==> config.mk <==
export PLATFORM = sky130hd
export DESIGN_NAME = square_animator
export DESIGN_NICKNAME = d
export VERILOG_FILES = /design/src/rtl/square_animator.sv
export SDC_FILE = /design/constraint.sdc
export NUM_CORES = 1
export LEC_CHECK = 0
export ABC_AREA = 1
export CELL_PAD_IN_SITES_DETAIL_PLACEMENT = 0
export CELL_PAD_IN_SITES_GLOBAL_PLACEMENT = 2
export CORE_UTILIZATION = 32
export DETAILED_ROUTE_END_ITERATION = 10
export PLACE_DENSITY_LB_ADDON = 0.1
export SETUP_SLACK_MARGIN = 0.15
export SLEW_MARGIN = 15
export SYNTH_ARGS = -nofsm -noshare
export SYNTH_HDL_FRONTEND = slang
export SYNTH_SLANG_ARGS = --single-unit
==> constraint.sdc <==
create_clock -name clk -period 2.1 [get_ports clk]
set_input_delay 0.42 -clock clk [delete_from_list [all_inputs] [get_ports clk]]
set_output_delay 0.42 -clock clk [all_outputs]
set_load 0.005 [all_outputs]
==> src/rtl/square_animator.sv <==
// square_animator: frame-paced erase/move/redraw controller driving the square drawer
module square_animator #(
    parameter int SIZE        = 10,
    parameter int SCREEN_W    = 640,
    parameter int SCREEN_H    = 480,
    parameter int STEP        = 1,
    parameter int FRAME_TICKS = 833333,
    parameter int X_INIT      = 0,
    parameter int Y_INIT      = 0
) (
    input  logic        clk,
    input  logic        reset,
    input  logic        enable,
    input  logic        drawer_done,
    output logic        drawer_start,
    output logic [10:0] x0,
    output logic [10:0] y0,
    output logic        color,
    output logic        busy,
    output logic        frame_done
);
    localparam int XMAX = SCREEN_W - 1 - SIZE;
    localparam int YMAX = SCREEN_H - 1 - SIZE;
    localparam int TW   = $clog2(FRAME_TICKS);
    localparam logic [10:0] XMAX_L = 11'(XMAX);
    localparam logic [10:0] YMAX_L = 11'(YMAX);
    localparam logic [10:0] STEP_L = 11'(STEP);
    localparam logic [TW-1:0] TICK_LAST = TW'(FRAME_TICKS - 1);
    localparam logic [2:0] S_WAIT       = 3'd0;
    localparam logic [2:0] S_ERASE      = 3'd1;
    localparam logic [2:0] S_ERASE_WAIT = 3'd2;
    localparam logic [2:0] S_MOVE       = 3'd3;
    localparam logic [2:0] S_SETTLE     = 3'd4;
    localparam logic [2:0] S_DRAW       = 3'd5;
    localparam logic [2:0] S_DRAW_WAIT  = 3'd6;

    logic [2:0]    r_state;
    logic [TW-1:0] r_tick;
    logic [1:0]    r_settle;
    logic [10:0]   r_x;
    logic [10:0]   r_y;
    logic          r_dir_x;
    logic          r_dir_y;
    logic          r_drawn;
    logic          r_color;
    logic          r_frame_done;

    logic [2:0]    w_next;
    logic          w_frame_go;
    logic [11:0]   w_x_up;
    logic [11:0]   w_y_up;
    logic          w_x_hit_hi;
    logic          w_y_hit_hi;
    logic          w_x_hit_lo;
    logic          w_y_hit_lo;
    logic [10:0]   w_x_next;
    logic [10:0]   w_y_next;
    logic          w_dir_x_next;
    logic          w_dir_y_next;

    assign w_frame_go   = enable && (r_tick == TICK_LAST);
    assign drawer_start = (r_state == S_ERASE) || (r_state == S_DRAW);
    assign busy         = r_state != S_WAIT;
    assign color        = r_color;
    assign frame_done   = r_frame_done;
    assign x0           = r_x;
    assign y0           = r_y;

    // Next position and direction per axis; the clamp at each edge also reverses travel
    always_comb begin
        w_x_up       = {1'b0, r_x} + {1'b0, STEP_L};
        w_y_up       = {1'b0, r_y} + {1'b0, STEP_L};
        w_x_hit_hi   = w_x_up >= {1'b0, XMAX_L};
        w_y_hit_hi   = w_y_up >= {1'b0, YMAX_L};
        w_x_hit_lo   = r_x <= STEP_L;
        w_y_hit_lo   = r_y <= STEP_L;
        w_x_next     = r_dir_x ? (w_x_hit_hi ? XMAX_L : w_x_up[10:0]) : (w_x_hit_lo ? 11'd0 : r_x - STEP_L);
        w_y_next     = r_dir_y ? (w_y_hit_hi ? YMAX_L : w_y_up[10:0]) : (w_y_hit_lo ? 11'd0 : r_y - STEP_L);
        w_dir_x_next = r_dir_x ? !w_x_hit_hi : w_x_hit_lo;
        w_dir_y_next = r_dir_y ? !w_y_hit_hi : w_y_hit_lo;
    end

    // Sequence selection: a frame erases only once something has been drawn
    always_comb begin
        w_next = S_WAIT;
        case (r_state)
            S_WAIT:       w_next = w_frame_go ? (r_drawn ? S_ERASE : S_DRAW) : S_WAIT;
            S_ERASE:      w_next = S_ERASE_WAIT;
            S_ERASE_WAIT: w_next = drawer_done ? S_MOVE : S_ERASE_WAIT;
            S_MOVE:       w_next = S_SETTLE;
            S_SETTLE:     w_next = (r_settle == 2'd1) ? S_DRAW : S_SETTLE;
            S_DRAW:       w_next = S_DRAW_WAIT;
            S_DRAW_WAIT:  w_next = drawer_done ? S_WAIT : S_DRAW_WAIT;
            default:      w_next = S_WAIT;
        endcase
    end

    // State, frame pacing, settle delay, motion and drawer-facing registers
    always_ff @(posedge clk) begin
        if (reset) begin
            r_state      <= S_WAIT;
            r_tick       <= '0;
            r_settle     <= 2'd0;
            r_x          <= 11'(X_INIT);
            r_y          <= 11'(Y_INIT);
            r_dir_x      <= 1'b1;
            r_dir_y      <= 1'b1;
            r_drawn      <= 1'b0;
            r_color      <= 1'b0;
            r_frame_done <= 1'b0;
        end else begin
            r_state      <= w_next;
            r_frame_done <= (r_state == S_DRAW_WAIT) && drawer_done;
            if (r_state == S_WAIT && enable)
                r_tick <= w_frame_go ? '0 : r_tick + TW'(1);
            if (r_state == S_SETTLE)
                r_settle <= (r_settle == 2'd1) ? 2'd0 : r_settle + 2'd1;
            if (r_state == S_MOVE) begin
                r_x     <= w_x_next;
                r_y     <= w_y_next;
                r_dir_x <= w_dir_x_next;
                r_dir_y <= w_dir_y_next;
            end
            if (r_state == S_DRAW_WAIT && drawer_done)
                r_drawn <= 1'b1;
            if (w_next == S_ERASE)
                r_color <= 1'b0;
            else if (w_next == S_DRAW)
                r_color <= 1'b1;
        end
    end
endmodule

==> results of run 1 <==
## metal layers
layer  vias up  GRT usage  wire [um]
met4         0    0.04730        104
met3        10    0.03108        293
met2        37     0.3137       4811
li1       1939          -          -
met1      1674     0.2434       4967
met5         -          0          0
## layout by cell type, fill, tap and decap left out, drive strengths merged, types with 2 or more instances in the layout
| cell | synthesis | routed |
|---|---|---|
| a21oi | 43 | 43 |
| a31oi | 3 | 3 |
| buf | 5 | 34 |
| clkbuf | 12 | 5 |
| clkdlybuf4s50 | 0 | 29 |
| clkinv | 0 | 2 |
| dfxtp | 52 | 52 |
| ha | 10 | 10 |
| inv | 75 | 76 |
| nand2 | 129 | 129 |
| nand3 | 55 | 55 |
| nand3b | 4 | 4 |
| nand4 | 16 | 16 |
| nor2 | 68 | 68 |
| nor3 | 17 | 17 |
| nor3b | 3 | 3 |
| nor4 | 5 | 5 |
| o21a | 2 | 2 |
| o21ai | 28 | 28 |
| o31ai | 2 | 2 |
| xnor2 | 2 | 2 |
| xor2 | 21 | 21 |
## cell type report
cell class | count | area (sq um)
timing repair buffer | 63 | 558.0
inverter | 75 | 281.5
clock buffer | 5 | 125.1
fill | 1181 | 6362
sequential | 52 | 1072
multi-input combinational | 416 | 2386
tap | 140 | 175.2
clock inverter | 3 | 22.52
## kinds of logic after synthesis
| family | Yosys count | synth area share |
|---|---|---|
| AO/OA/AOI/OAI | 84 | 0.1244 |
| XOR/XNOR | 23 | 0.05535 |
| adder cells (fa/ha/maj) | 10 | 0.03438 |
| buffers and inverters | 92 | 0.1014 |
| flip-flops | 52 | 0.2860 |
| AND/OR/NAND/NOR | 299 | 0.3984 |
## what timing repair did
action / 4_1_cts / 5_1_grt
resized for setup: 5 / 52
endpoints found under the setup margin: 14 / 27
buffers inserted: 0 / 4
cloned: 0 / 0
pin swaps: 1 / 14
## power breakdown
group | switching [uW] | internal, uW | leakage [uW]
clock | 407 | 448 | 0.0000742
sequential | 2.95 | 979 | 0.000427
combinational | 37.7 | 23.7 | 0.00146
total | 448 | 1450 | 0.00196
## registers in the layout, indices dropped and copies added (netlist names), 2 cells and up
name / flops
r_tick: 20
x0: 11
r_state: 3
r_settle: 2
y0: 11
## critical path, cell delays in order (launching register included)
cell and delay, ps:
dfxtp_1 390, inv_1 110, nor2_2 140, clkdlybuf4s50_1 510
## final timing paths
kind | startpoint | to | slack (ps) | cells past startpoint
setup / recovery | r_state[0] | drawer_start | 220 | 3
hold / removal | r_settle[1] | r_settle[1] | 450 | 2
setup reg to reg | y0[0] | y0[5] | 270 | 10
hold reg to reg | r_settle[1] | r_settle[1] | 450 | 2
## stage by stage
stage / utilization / instance area [sq um] / setup TNS [ps]
finish: 0.4207 / 4621 / 0
global route: 0.4207 / 4621 / 0
CTS: 0.4026 / 4422 / 0
detailed placement: 0.3880 / 4262 / -26.32
global placement: 0.3880 / 4262 / 0
floorplan: - / 3640 / 0
==> results.sh, run 1 <==
export IMPL_htreeDepth=2
export IMPL_power_uw=1898
export IMPL_area_growth_syn_to_layout_pct=26.95
export IMPL_worst_slew_pin_transition_ps=459.6
export IMPL_die_h_um=108.7
export IMPL_syn_inst=560
export IMPL_synth_seq_cells=52
export IMPL_rsz0062_at_grt="yes"
export IMPL_hold_slack_ps=449.1
export IMPL_ys_types=42
export IMPL_relSlewSlack=0.6932
export IMPL_crit_type="register to primary output"
export IMPL_yosys_area_top_type_share=0.2860
export IMPL_synth_top_cell_by_area="dfxtp_1"
export IMPL_cts_root_buffer="clkbuf_16"
export IMPL_grt_pass1_vias=3564
export IMPL_port_buffers=29
export IMPL_cts_hold_buf=0
export IMPL_final_min_clock_period_ps=1882
export IMPL_dr_first_iter_drc_count=96
export IMPL_synthTopCellsByCount="nand2_1, inv_1, nor2_1"
export IMPL_wl_um=10180
export IMPL_skew_ps=5.908
export IMPL_antenna_found_initial=0
export IMPL_numCtsBuffers=5
export IMPL_p_per_area_nw_per_um2=410.8
export IMPL_cts_tree="built"
export IMPL_layoutNonFillerInstCount=754
export IMPL_end_kind="primary output"
export IMPL_irDropWorstVdd_uv=296.4
export IMPL_insertion_delay_ps=300
export IMPL_grt_max_degree=34
export IMPL_core_sq_um=10980
export IMPL_grt_pass1_wl_um=17150
export IMPL_drive_above_1_share=0.1840
export IMPL_async_flop_share=0
export IMPL_dieArea_sq_um=11800
export IMPL_grt_overflow=0
export IMPL_drc=0
export IMPL_synth_seq_area_share=0.2860
export IMPL_layout_nets=627
export IMPL_pin_count=30
export IMPL_dp_cells=742
export IMPL_dp_hpwl_um=7653
export IMPL_globalRouteTotalUtil=0.1853
export IMPL_maxCapViolations=0
export IMPL_drv_slew=0
export IMPL_finalSetupViolCount=0
export IMPL_max_freq_mhz=531.4
export IMPL_avgSynthCellArea_sq_um=6.500
export IMPL_diodes=0
export IMPL_ant_nets=0
export IMPL_die_w_um=108.7
export IMPL_pre_cts_slack_ps=-19.64
export IMPL_first_pass_iters=4
export IMPL_row_count=38
export IMPL_synth_main_ff_cell="dfxtp_1"
export IMPL_startpoint_type="register"
export IMPL_clk_pin_slew_ps=70
export IMPL_crit_fanout=3
export IMPL_synth_fp_nets=574
export IMPL_min_path_type="register to register"
export IMPL_num_vias=3660
export IMPL_critical_path_arrival_ps=1460
export IMPL_clockBufferDepth=2
export IMPL_synth_edf_count=0
export IMPL_cts_sinks=52
export IMPL_power_leakage_uw=0.001965
export IMPL_crit_required_ps=1680
export IMPL_synthTopCellsByArea="dfxtp_1, nand2_1, inv_1"
export IMPL_fin_ws_ps=218.1
export IMPL_finalCritPeriodShare=0.8961
export IMPL_outcome="finished clean"
export IMPL_finalHoldViolations=0
export IMPL_synth_area_sq_um=3640
export IMPL_wl_per_cell_um=13.50
export IMPL_place_congestion=0.7819
export IMPL_yosysWarnings=0
export IMPL_initial_core_util=0.3314
export IMPL_vias_per_cell=4.854
export IMPL_synth_most_common_cell="nand2_1"
(Power assumes the default switching activity.)
==> run 2: changes to the inputs <==
clock period = 1.8 ns   (was 2.1 ns; I/O delays follow)
==> run 2 against run 1 <==
Effect of this change:
- total power is 19% higher
- sequential share of layout area shrank 4.1 points
- die area unchanged
- via count grew 12%
- worst setup slack worse by 210 ps
- critical path depth grew 11
- largest power group unchanged
- combinational power is 37% higher
==> results.sh, run 2 (synthesis results as in run 1) <==
export IMPL_outcome="finished clean"
export IMPL_final_min_clock_period_ps=1795
export IMPL_cts_sinks=52
export IMPL_worst_slew_pin_transition_ps=401.7
export IMPL_wl_per_cell_um=13.80
export IMPL_path_cells="ha_4 > nand2_4 > nor3_4 > buf_4 > nand2_2 > nand2_1 > nand2_1 > nand2_2 > nor2_4 > buf_6 > nand2_4 > nand2_4 > nand3_2 > o211ai_1"
export IMPL_rsz0062_at_grt="yes"
export IMPL_grt_pass1_vias=4021
export IMPL_regArea_sq_um=1105
export IMPL_pwr_share_clk=0.457
export IMPL_worstSetupStartpoint="y0[1]"
export IMPL_clockBufferDepth=2
export IMPL_drc=0
export IMPL_top_register="r_tick"
export IMPL_reg2reg_setup_slack_ps=5
export IMPL_crit_path_frequent_cell="nand2_4"
export IMPL_sw_frac_of_total=0.2448
export IMPL_grt_overflow=0
export IMPL_end_kind="register"
export IMPL_dr_first_iter_drc_count=199
export IMPL_antenna_found_initial=0
export IMPL_clk_pin_slew_ps=80
export IMPL_crit_required_ps=1980
export IMPL_wl_um=11610
export IMPL_tns_ps=0
export IMPL_dieArea_sq_um=11800
export IMPL_worst_path_buf_inv=2
export IMPL_port_buffers=29
export IMPL_layout_commonest_cell="nand2_1"
export IMPL_min_path_type="register to register"
export IMPL_num_vias=4098
export IMPL_cts_root_buffer="clkbuf_16"
export IMPL_timing_rr_end="r_dir_y"
export IMPL_initial_core_util=0.3314
export IMPL_htreeDepth=2
export IMPL_finalHoldViolations=0
export IMPL_seq_power_share=0.506
export IMPL_irDropWorstVdd_uv=355.7
export IMPL_core_sq_um=10980
export IMPL_worstHoldStart="r_settle[1]"
export IMPL_r2r_start="y0[1]"
export IMPL_max_stage_delay_ps=380
export IMPL_p_int_uw=1702
export IMPL_crit_slowest_cell="dfxtp_4"
export IMPL_die_h_um=108.7
export IMPL_comb_power_share=0.037
export IMPL_fillCellCount=1074
export IMPL_first_pass_iters=4
export IMPL_hold_slack_ps=442.2
export IMPL_dp_hpwl_um=8122
export IMPL_cts_hold_buf=0
export IMPL_max_freq_mhz=557.1
export IMPL_cts_tree="built"
export IMPL_area_growth_syn_to_layout_pct=58.75
export IMPL_finalSetupViolCount=0
export IMPL_cp_depth=14
export IMPL_pin_count=30
export IMPL_drive_above_1_share=0.4151
export IMPL_insertion_delay_ps=300
export IMPL_crit_fanout=7
export IMPL_crit_family="simple AND/OR/NAND/NOR gates"
export IMPL_vias_per_cell=4.873
export IMPL_finalCritPeriodShare=0.9973
export IMPL_p_switching_uw=551.9
export IMPL_grt_max_degree=20
export IMPL_largest_reg_flops=20
export IMPL_critPathCapture="r_dir_y"
export IMPL_power_leakage_uw=0.002706
export IMPL_crit_type="register to register"
export IMPL_drv_slew=0
export IMPL_globalRouteTotalUtil=0.1996
export IMPL_die_w_um=108.7
export IMPL_final_cell_mix="nand2_1, buf_4, inv_1"
export IMPL_skew_ps=8.069
export IMPL_relSlewSlack=0.7318
export IMPL_startpoint_type="register"
export IMPL_critical_path_arrival_ps=1980
export IMPL_grt_pass1_wl_um=18620
export IMPL_p_per_area_nw_per_um2=390.1
export IMPL_diodes=0
export IMPL_layout_nets=714
export IMPL_row_count=38
export IMPL_maxCapViolations=0
export IMPL_ant_nets=0
export IMPL_multi_input_area_sq_um=2755
export IMPL_numCtsBuffers=5
export IMPL_r2r_worst_path_cells=14
export IMPL_place_congestion=0.8148
-- run 2: changes by cell type in the layout (fill, tap and decap cells not counted), moves of 9 or more --
cell             before  now
buf_4                33  102
clkdlybuf4s50_1      29   10
buf_6                 0   18
dfxtp_1              41   23
nor2_1               53   37
nand2_1             118  103
dfxtp_2               4   18
a21oi_1              39   28
nand2_2               7   18
nor2_4                8   19
a21oi_2               4   14
dlymetal6s2s_1        0   10
inv_1                67   58
nand3_1              42   33
-- run 2: timing repair --
action | 4_1_cts | 5_1_grt
gates resized for setup | 115 | 102
buffers inserted | 27 | 9
endpoints found under the hold margin | 0 | 0
setup endpoints to repair | 45 | 54
pin swaps | 52 | 47
-- run 2: worst min path at each step --
stage                  endpoint  cells after the start
floorplan           r_settle[1]                      2
global placement    r_settle[1]                      2
detailed placement  r_settle[1]                      2
CTS                 r_settle[1]                      2
global route        r_settle[1]                      2
finish              r_settle[1]                      2
-- run 2: layer usage --
| layer | GRT usage | vias to the layer above | share of wire |
|---|---|---|---|
| met4 | 0.03958 | 0 | 0.0071 |
| met1 | 0.2483 | 1916 | 0.44 |
| met5 | 0 | - | 0 |
| met3 | 0.02510 | 6 | 0.026 |
| met2 | 0.3666 | 57 | 0.52 |
| li1 | - | 2119 | - |
-- run 2: power groups by stage --
stage | clock, uW | sequential (uW) | combinational (uW)
after floorplan | 0 | 1180 | 36.9
after global placement | 0 | 1180 | 73.5
after detailed placement | 0 | 1180 | 74.3
after CTS | 1070 | 1140 | 76.1
after global routing | 1120 | 1140 | 92.4
final | 1030 | 1140 | 84.3
-- run 2: final cells by class --
cell class	count	area share
clock buffers	5	0.02165
clock inverters	3	0.004764
inverters	75	0.05132
multi-input cells	416	0.4768
flip-flops and latches	52	0.1912
well taps	140	0.03032
repair buffers	150	0.2239
-- run 2: metrics by stage --
step                area, sq um  setup slack [ps]  instances    util  power [uW]
floorplan                  3650             133.2        560       -        1219
global placement           4684            -224.2        797  0.4265        1257
detailed placement         4684            -264.2        797  0.4265        1257
CTS                        5398             12.47        832  0.4915        2287
global route               5778            -125.1        841  0.5261        2351
finish                     5778             4.907        841  0.5261        2254
-- run 2: worst min-delay path: cells and delay by family (launching register included) --
family	cells	cell delay, ps
flops	1	300
buf+inv	1	60
simple gates	1	40
==> run 3: changes to the inputs <==
CTS_CLUSTER_DIAMETER = 200   (was default)
==> results of run 3 <==
Final layout, timing and power as in run 2 (identical DEF).
